**src/rtl/aes_dr_round_ctrl.sv**
```systemverilog
// aes_dr_round_ctrl: precharge/evaluate round sequencer for a dual-rail AES-256 datapath.
// Every evaluate cycle is preceded by PRE_CYCLES all-zero precharge cycles; rail faults trap until abort.
module aes_dr_round_ctrl #(
    parameter int NR         = 14,
    parameter int RW         = 4,
    parameter int PRE_CYCLES = 1
) (
    input  logic          clk,
    input  logic          rst_n,
    input  logic          start,
    input  logic          abort,
    input  logic          err_in,
    output logic          precharge,
    output logic          load_in,
    output logic          state_en,
    output logic [RW-1:0] round,
    output logic [RW-1:0] key_sel,
    output logic          skip_mix,
    output logic          busy,
    output logic          done,
    output logic          err
);
    localparam int CW = PRE_CYCLES > 1 ? $clog2(PRE_CYCLES) : 1;

    typedef enum logic [2:0] {IDLE, PRE, EVAL, DONE, FAULT} state_t;

    state_t        state;
    logic [CW-1:0] cnt;
    logic          last_pre;
    logic          last_round;

    assign last_pre   = cnt == CW'(PRE_CYCLES - 1);
    assign last_round = round == RW'(NR);
    assign key_sel    = round;

    always_ff @(posedge clk or negedge rst_n) begin
        if (!rst_n) begin
            state     <= IDLE;
            cnt       <= '0;
            round     <= '0;
            precharge <= 1'b1;
            load_in   <= 1'b0;
            state_en  <= 1'b0;
            skip_mix  <= 1'b0;
            busy      <= 1'b0;
            done      <= 1'b0;
            err       <= 1'b0;
        end else if (abort) begin
            state     <= IDLE;
            cnt       <= '0;
            round     <= '0;
            precharge <= 1'b1;
            load_in   <= 1'b0;
            state_en  <= 1'b0;
            skip_mix  <= 1'b0;
            busy      <= 1'b0;
            done      <= 1'b0;
            err       <= 1'b0;
        end else begin
            case (state)
                IDLE: if (start) begin
                    state <= PRE;
                    cnt   <= '0;
                    round <= '0;
                    busy  <= 1'b1;
                end
                PRE: if (last_pre) begin
                    state     <= EVAL;
                    precharge <= 1'b0;
                    state_en  <= 1'b1;
                    load_in   <= round == '0;
                    skip_mix  <= last_round;
                end else begin
                    cnt <= cnt + 1'b1;
                end
                EVAL: begin
                    state_en  <= 1'b0;
                    load_in   <= 1'b0;
                    skip_mix  <= 1'b0;
                    precharge <= 1'b1;
                    // a rail fault on the final round still beats completion
                    if (err_in) begin
                        state <= FAULT;
                        err   <= 1'b1;
                    end else if (last_round) begin
                        state     <= DONE;
                        precharge <= 1'b0;
                        busy      <= 1'b0;
                        done      <= 1'b1;
                    end else begin
                        state <= PRE;
                        cnt   <= '0;
                        round <= round + 1'b1;
                    end
                end
                DONE: begin
                    state     <= IDLE;
                    done      <= 1'b0;
                    precharge <= 1'b1;
                    round     <= '0;
                end
                FAULT: state <= FAULT;
                default: state <= IDLE;
            endcase
        end
    end
endmodule

```
**config.mk**
```make
export PLATFORM = sky130hd
export DESIGN_NAME = aes_dr_round_ctrl
export DESIGN_NICKNAME = d
export VERILOG_FILES = /design/src/rtl/aes_dr_round_ctrl.sv
export SDC_FILE = /design/constraint.sdc
export NUM_CORES = 1
export LEC_CHECK = 0
export BUFFER_PORTS_ARGS = -buffer_cell sky130_fd_sc_hd__clkbuf_2
export CAP_MARGIN = 20
export CORE_MARGIN = 5
export CORE_UTILIZATION = 35
export CTS_CLUSTER_DIAMETER = 200
export CTS_CLUSTER_SIZE = 30
export DETAILED_ROUTE_END_ITERATION = 8
export SYNTH_ARGS = -nofsm -noshare
export SYNTH_HDL_FRONTEND = slang
export SYNTH_SLANG_ARGS = --single-unit
```
**constraint.sdc**
```tcl
create_clock -name clk -period 1.8 [get_ports clk]
set_clock_uncertainty 0.2 [all_clocks]
set_input_delay 0.18 -clock clk [delete_from_list [all_inputs] [get_ports clk]]
set_output_delay 0.18 -clock clk [all_outputs]
set_load 0.05 [all_outputs]
```
==> out/results.ini, run 1 <==
[synth]
yosys_warnings=0
avgSynthCellArea_um2=10.3
ys_seq_area_frac=0.405
yosysTopAreaCell=dfrtp_1
syn_inst=84
synth_commonest_cells=dfrtp_1, a21oi_1, nor2_1
syn_nets=92
netlist_top_cells_area=dfrtp_1, nor4b_4, a21oi_1
synthFlopType=dfrtp_1
postSynth.asyncResetShare=1.00
ys_ff_latch=14
ys_types=34
synth-edff-count=0
synth.most_common_cell=dfrtp_1
synth_area_um2=867
synth_top_cell_area_share=0.375

[power]
ir_drop_uv=314
leakagePower_nw=0.463
powerDensity_nw_per_um2=787

[finish]
design.final.nets=114
filler_cell_count=251
regArea_um2=354
drive_above_1_share=0.362
diodes=0
layout.cells.non_filler=135
areaGrowthSynthToFinish_pct=17.3
multi_input_area_um2=435

[route]
drtIter0Drc=21
drc=0
first_pass_iters=4
via_per_inst=5.15
via_count=695
post_drt_wl_per_cell_um=13.9
postRouteWirelength_mm=1.87
ant_nets=0

[sta]
post-route-period-util=0.913
min_period_ps=1640
timing_hold_violations_final=0
drv_slew=0
relSlewSlack=0.747
tns_ps=0
rsz0062_at_grt=false
max_freq_mhz=609
worst_pin_slew_ps=379
setup_viol=0

[placement]
globalplace.congestion=0.805
io_buffers=19
dp_hpwl_mm=1.37
dpl.cell_count=128

[clock_tree]
tritoncts=done
cts_buffers=3
clock_latency_ps=280
cts-htree-levels=1
ctsResizeCount=0
cts_sinks=14
ctsRootBufferMaster=clkbuf_4
clockBufferDepth=2
clk_pin_slew_ps=90

[floorplan]
fp-row-count=18
dieArea_um2=3570
die_h_um=59.8
core_area_um2=2430
die_width_um=59.8
io-pin-count=20
initial_core_util=0.356

[worst_setup_path]
crit_path_end_kind=flop
slowest_delay_ps=490
critical_path_class=reg -> reg
rrSetupSlack_ps=160
cp.arrival_ps=1620
cp_slowest_cell=dfrtp_1
r2r_cells=4
start_kind=flop
r2r-end=key_sel[3]
worstPathRequired_ps=1780
r2r_start=state[1]
crit_chain=nor2b_4 -> a211o_4 -> a41oi_2 -> a21oi_1
crit_path_max_fanout=9

[worst_hold_path]
holdPathEnd=state[0]
min_from=start
whs_path_depth=3
hold_path_class=in -> reg

[job]
max_cap_viol_count=0

[grt]
overflow=0
grt_max_degree=15
first_global_vias=698
antenna_found_initial=0
grt_usage=0.116
grt_first_pass_wirelength_mm=3.12

[outcome]
status=finished clean

[final cells by class]
cell class                      count  share of cell area
Timing Repair Buffer               26               0.150
Clock buffer                        4              0.0258
Inverter                            3              0.0111
Tap cell                           30              0.0369
Sequential cell                    14               0.348
Multi-Input combinational cell     58               0.428
[sequential cells by signal, summed over array words and instances, names as in the netlist]
signal     flops
done           1
err            1
load_in        1
skip_mix       1
state_en       1
precharge      1
key_sel        4
busy           1
state          3
[critical path: cells and delay by family, from the launching register on]
family / cells / cell delay [ps]
AND/OR/NAND/NOR: 1 / 200
flip-flops: 1 / 490
AO/OA/AOI/OAI: 3 / 650
[how the worst max path moves through the flow]
stage | endpoint | start | slack (ps)
after CTS | busy | key_sel[1] | 140
after floorplan | busy | key_sel[0] | 20
after global routing | busy | state[0] | 50
after detailed placement | key_sel[1] | state[2] | 160
final | key_sel[3] | state[1] | 160
after global placement | key_sel[1] | state[2] | 180
[power by group]
| group | switching, mW | leakage, nW | internal [mW] |
|---|---|---|---|
| Sequential | 0.0200 | 0.185 | 0.336 |
| Clock | 0.107 | 0.0150 | 0.0860 |
| Combinational | 0.171 | 0.263 | 0.0807 |
| Total | 0.298 | 0.463 | 0.503 |
[repair_timing]
action                                  CTS  global route
hold endpoints to repair                 15             0
buffers inserted                          0             1
hold buffers                              2             0
endpoints found under the setup margin    0             1
[per-stage QoR]
stage | power [mW] | hold WS, ps | cell area, um^2 | worst slack (ps) | utilization
2_1_floorplan | 0.553 | -316 | 870 | 24.2 | -
3_3_place_gp | 0.611 | -91.4 | 963 | 180 | 0.396
3_5_place_dp | 0.612 | -86.6 | 963 | 161 | 0.396
4_1_cts | 0.813 | 13.9 | 1010 | 144 | 0.415
5_1_grt | 0.849 | 55.9 | 1020 | 46.8 | 0.418
6_report | 0.801 | 24.8 | 1020 | 157 | 0.418
[placed cells by master (no fill, tap or decap), types with 3 or more instances in the layout]
cell       n
clkbuf_2  19
dfrtp_1   11
a21oi_1    8
nor2_1     6
buf_4      5
nand2b_1   4
nand2_1    4
nor2b_1    3
nand3_1    3
a31oi_1    3
ha_1       3
clkbuf_4   3
[metal layers]
layer	track usage	up-vias	routed length [um]
li1	-	348	-
met1	0.145	322	905
met2	0.188	22	844
met3	0.0346	3	114
met4	0.0380	0	6
met5	0	-	0
[cell families (layout without fill, tap and decap cells)]
| family | count (synthesis) | after routing | share of synthesized area |
|---|---|---|---|
| AO/OA/AOI/OAI | 28 | 28 | 0.247 |
| adder cells (fa/ha/maj) | 3 | 3 | 0.0433 |
| buffers and inverters | 12 | 33 | 0.0923 |
| flip-flops | 14 | 14 | 0.405 |
| AND/OR/NAND/NOR | 27 | 27 | 0.212 |
(Power assumes the default switching activity.)
==> run 2, diff against run 1 <==
Clock period 1.8 ns to 1.55 ns, I/O delays scaled along.
==> run 2 against run 1 <==
Global-route usage rose by 1.7 points. Count of clock-buffer cells in the layout did not move. Total power grew 27%. Flip-flop and latch count did not move. Via count increased by 6.2%. First-iteration DRC count shrank 33%. Register-to-register slack got worse by 130 ps. Sequential share of layout area decreased by 3.7 points. Non-clock buffer count grew 8.
==> out/results.ini, run 2 (same netlist as run 1, synthesis figures left out) <==
[floorplan]
dieArea_um2=3570  ; unchanged
initial_core_util=0.356  ; unchanged
fp-row-count=18  ; unchanged
io-pin-count=20  ; unchanged
die_width_um=59.8  ; unchanged
core_area_um2=2430  ; unchanged
die_h_um=59.8  ; unchanged

[route]
postRouteWirelength_mm=2.14  ; +15%
drtIter0Drc=14  ; -33%
via_count=738  ; +6.2%
via_per_inst=5.16  ; +0.25%
ant_nets=0  ; unchanged
first_pass_iters=4  ; unchanged
post_drt_wl_per_cell_um=15.0  ; +8.1%
drc=0  ; unchanged

[power]
leakagePower_nw=0.522  ; +13%
power_mw=1.02  ; +27%
powerDensity_nw_per_um2=878  ; +12%
ir_drop_uv=472  ; +50%

[finish]
diodes=0  ; unchanged
design.final.nets=122  ; +7.0%
drive_above_1_share=0.522  ; +0.160
layout_common_cells=clkbuf_2, buf_4, a21oi_1
areaGrowthSynthToFinish_pct=33.5
largest_register_ffs=4  ; unchanged
layout.cells.most_common=clkbuf_2
filler_cell_count=234  ; -6.8%

[worst_setup_path]
r2r_cells=4  ; unchanged
r2r_start=state[0]
cp_slowest_cell=dfrtp_2
crit_path_max_fanout=6  ; -3
crit_path_end_kind=flop
worstPathRequired_ps=1530  ; -250 ps
start_kind=flop
r2r-end=key_sel[1]
slowest_delay_ps=450  ; -40 ps
crit_chain=nor4b_4 -> a211o_4 -> a21oi_2 -> a41o_1
critical_path_class=reg -> reg
cp.arrival_ps=1510  ; -110 ps
rrSetupSlack_ps=20  ; -130 ps

[sta]
worst_pin_slew_ps=349  ; -30.0 ps
finalWorstSetupSlack_ps=24.4  ; -132 ps
drv_slew=0  ; unchanged
relSlewSlack=0.761  ; +0.0140
rsz0062_at_grt=true
max_freq_mhz=655  ; +7.7%
min_period_ps=1530  ; -118 ps
tns_ps=0  ; unchanged
timing_hold_violations_final=0  ; unchanged
whs_ps=8.13  ; -16.7 ps
post-route-period-util=0.984  ; +0.0713
setup_viol=0  ; unchanged

[grt]
first_global_vias=768  ; +10%
overflow=0  ; unchanged
grt_usage=0.133  ; +0.0172
antenna_found_initial=0  ; unchanged
grt_first_pass_wirelength_mm=3.62  ; +16%
grt_max_degree=15  ; unchanged

[clock_tree]
cts-htree-levels=1  ; unchanged
tritoncts=done
ctsRootBufferMaster=clkbuf_4
clk_pin_slew_ps=100  ; about the same
cts_sinks=14  ; unchanged
clock_latency_ps=280  ; about the same
cts_buffers=3  ; unchanged
clockBufferDepth=2  ; unchanged

[placement]
dp_hpwl_mm=1.61  ; +18%
globalplace.congestion=0.695  ; -14%
dp_slack_ps=-87.7  ; -249 ps
io_buffers=19  ; unchanged

[outcome]
status=finished clean

[job]
max_cap_viol_count=0  ; unchanged

[worst_hold_path]
whs_path_depth=3  ; unchanged
min_from=start
hold_path_class=in -> reg
holdPathEnd=state[0]

-- run 2: cell count changes in the layout (fill, tap and decap cells not counted), moves of 2 or more --
| cell | previous run | this run |
|---|---|---|
| buf_4 | 5 | 13 |
| dfrtp_1 | 11 | 6 |
| dfrtp_2 | 2 | 7 |
| nand2b_1 | 4 | 2 |
| nand2b_4 | 0 | 2 |
-- run 2: worst max-delay path by stage --
stage / startpoint / endpoint
final: state[0] / key_sel[1]
after CTS: state[2] / key_sel[1]
after floorplan: key_sel[0] / busy
after detailed placement: state[2] / key_sel[1]
after global routing: state[1] / key_sel[2]
after global placement: state[2] / key_sel[1]
-- run 2: timing repair --
item,in CTS,in global routing
buffers inserted,1,1
pin swaps,3,1
hold buffers,2,0
hold endpoints to repair,15,0
resized for setup,3,9
setup endpoints to repair,6,8
-- run 2: worst max-delay path: cells and delay by family (launching register included) --
family             cells  cell delay [ps]
DFF                    1              450
AOI/OAI and AO/OA      3              420
and+or+nand+nor        1              340
-- run 2: where the power goes --
part | total, mW | switching, mW | internal, mW
registers | 0.412 | 0.0207 | 0.392
clock network | 0.277 | 0.135 | 0.143
logic | 0.327 | 0.215 | 0.112
-- run 2: through the flow --
stage | area (um^2) | cells | util
after detailed placement | 1040 | 135 | 0.427
after global placement | 1040 | 135 | 0.427
after global routing | 1160 | 143 | 0.476
after CTS | 1110 | 142 | 0.457
final | 1160 | 143 | 0.476
after floorplan | 892 | 84 | -
-- run 2: layer usage --
layer / up-vias / track usage / wire (um)
met3: 2 / 0.0302 / 91
met5: - / 0 / 0
li1: 361 / - / -
met1: 364 / 0.172 / 951
met4: 0 / 0.0380 / 15
met2: 11 / 0.219 / 1090
-- run 2: area by class of cell --
cell class,instances,area [um^2],share of cell area
multi-input cells,58,493,0.426
flip-flops and latches,14,360,0.311
repair buffers,34,219,0.189
well taps,30,37.5,0.0324
clock buffers,4,36.3,0.0314
inverters,3,11.3,0.00973
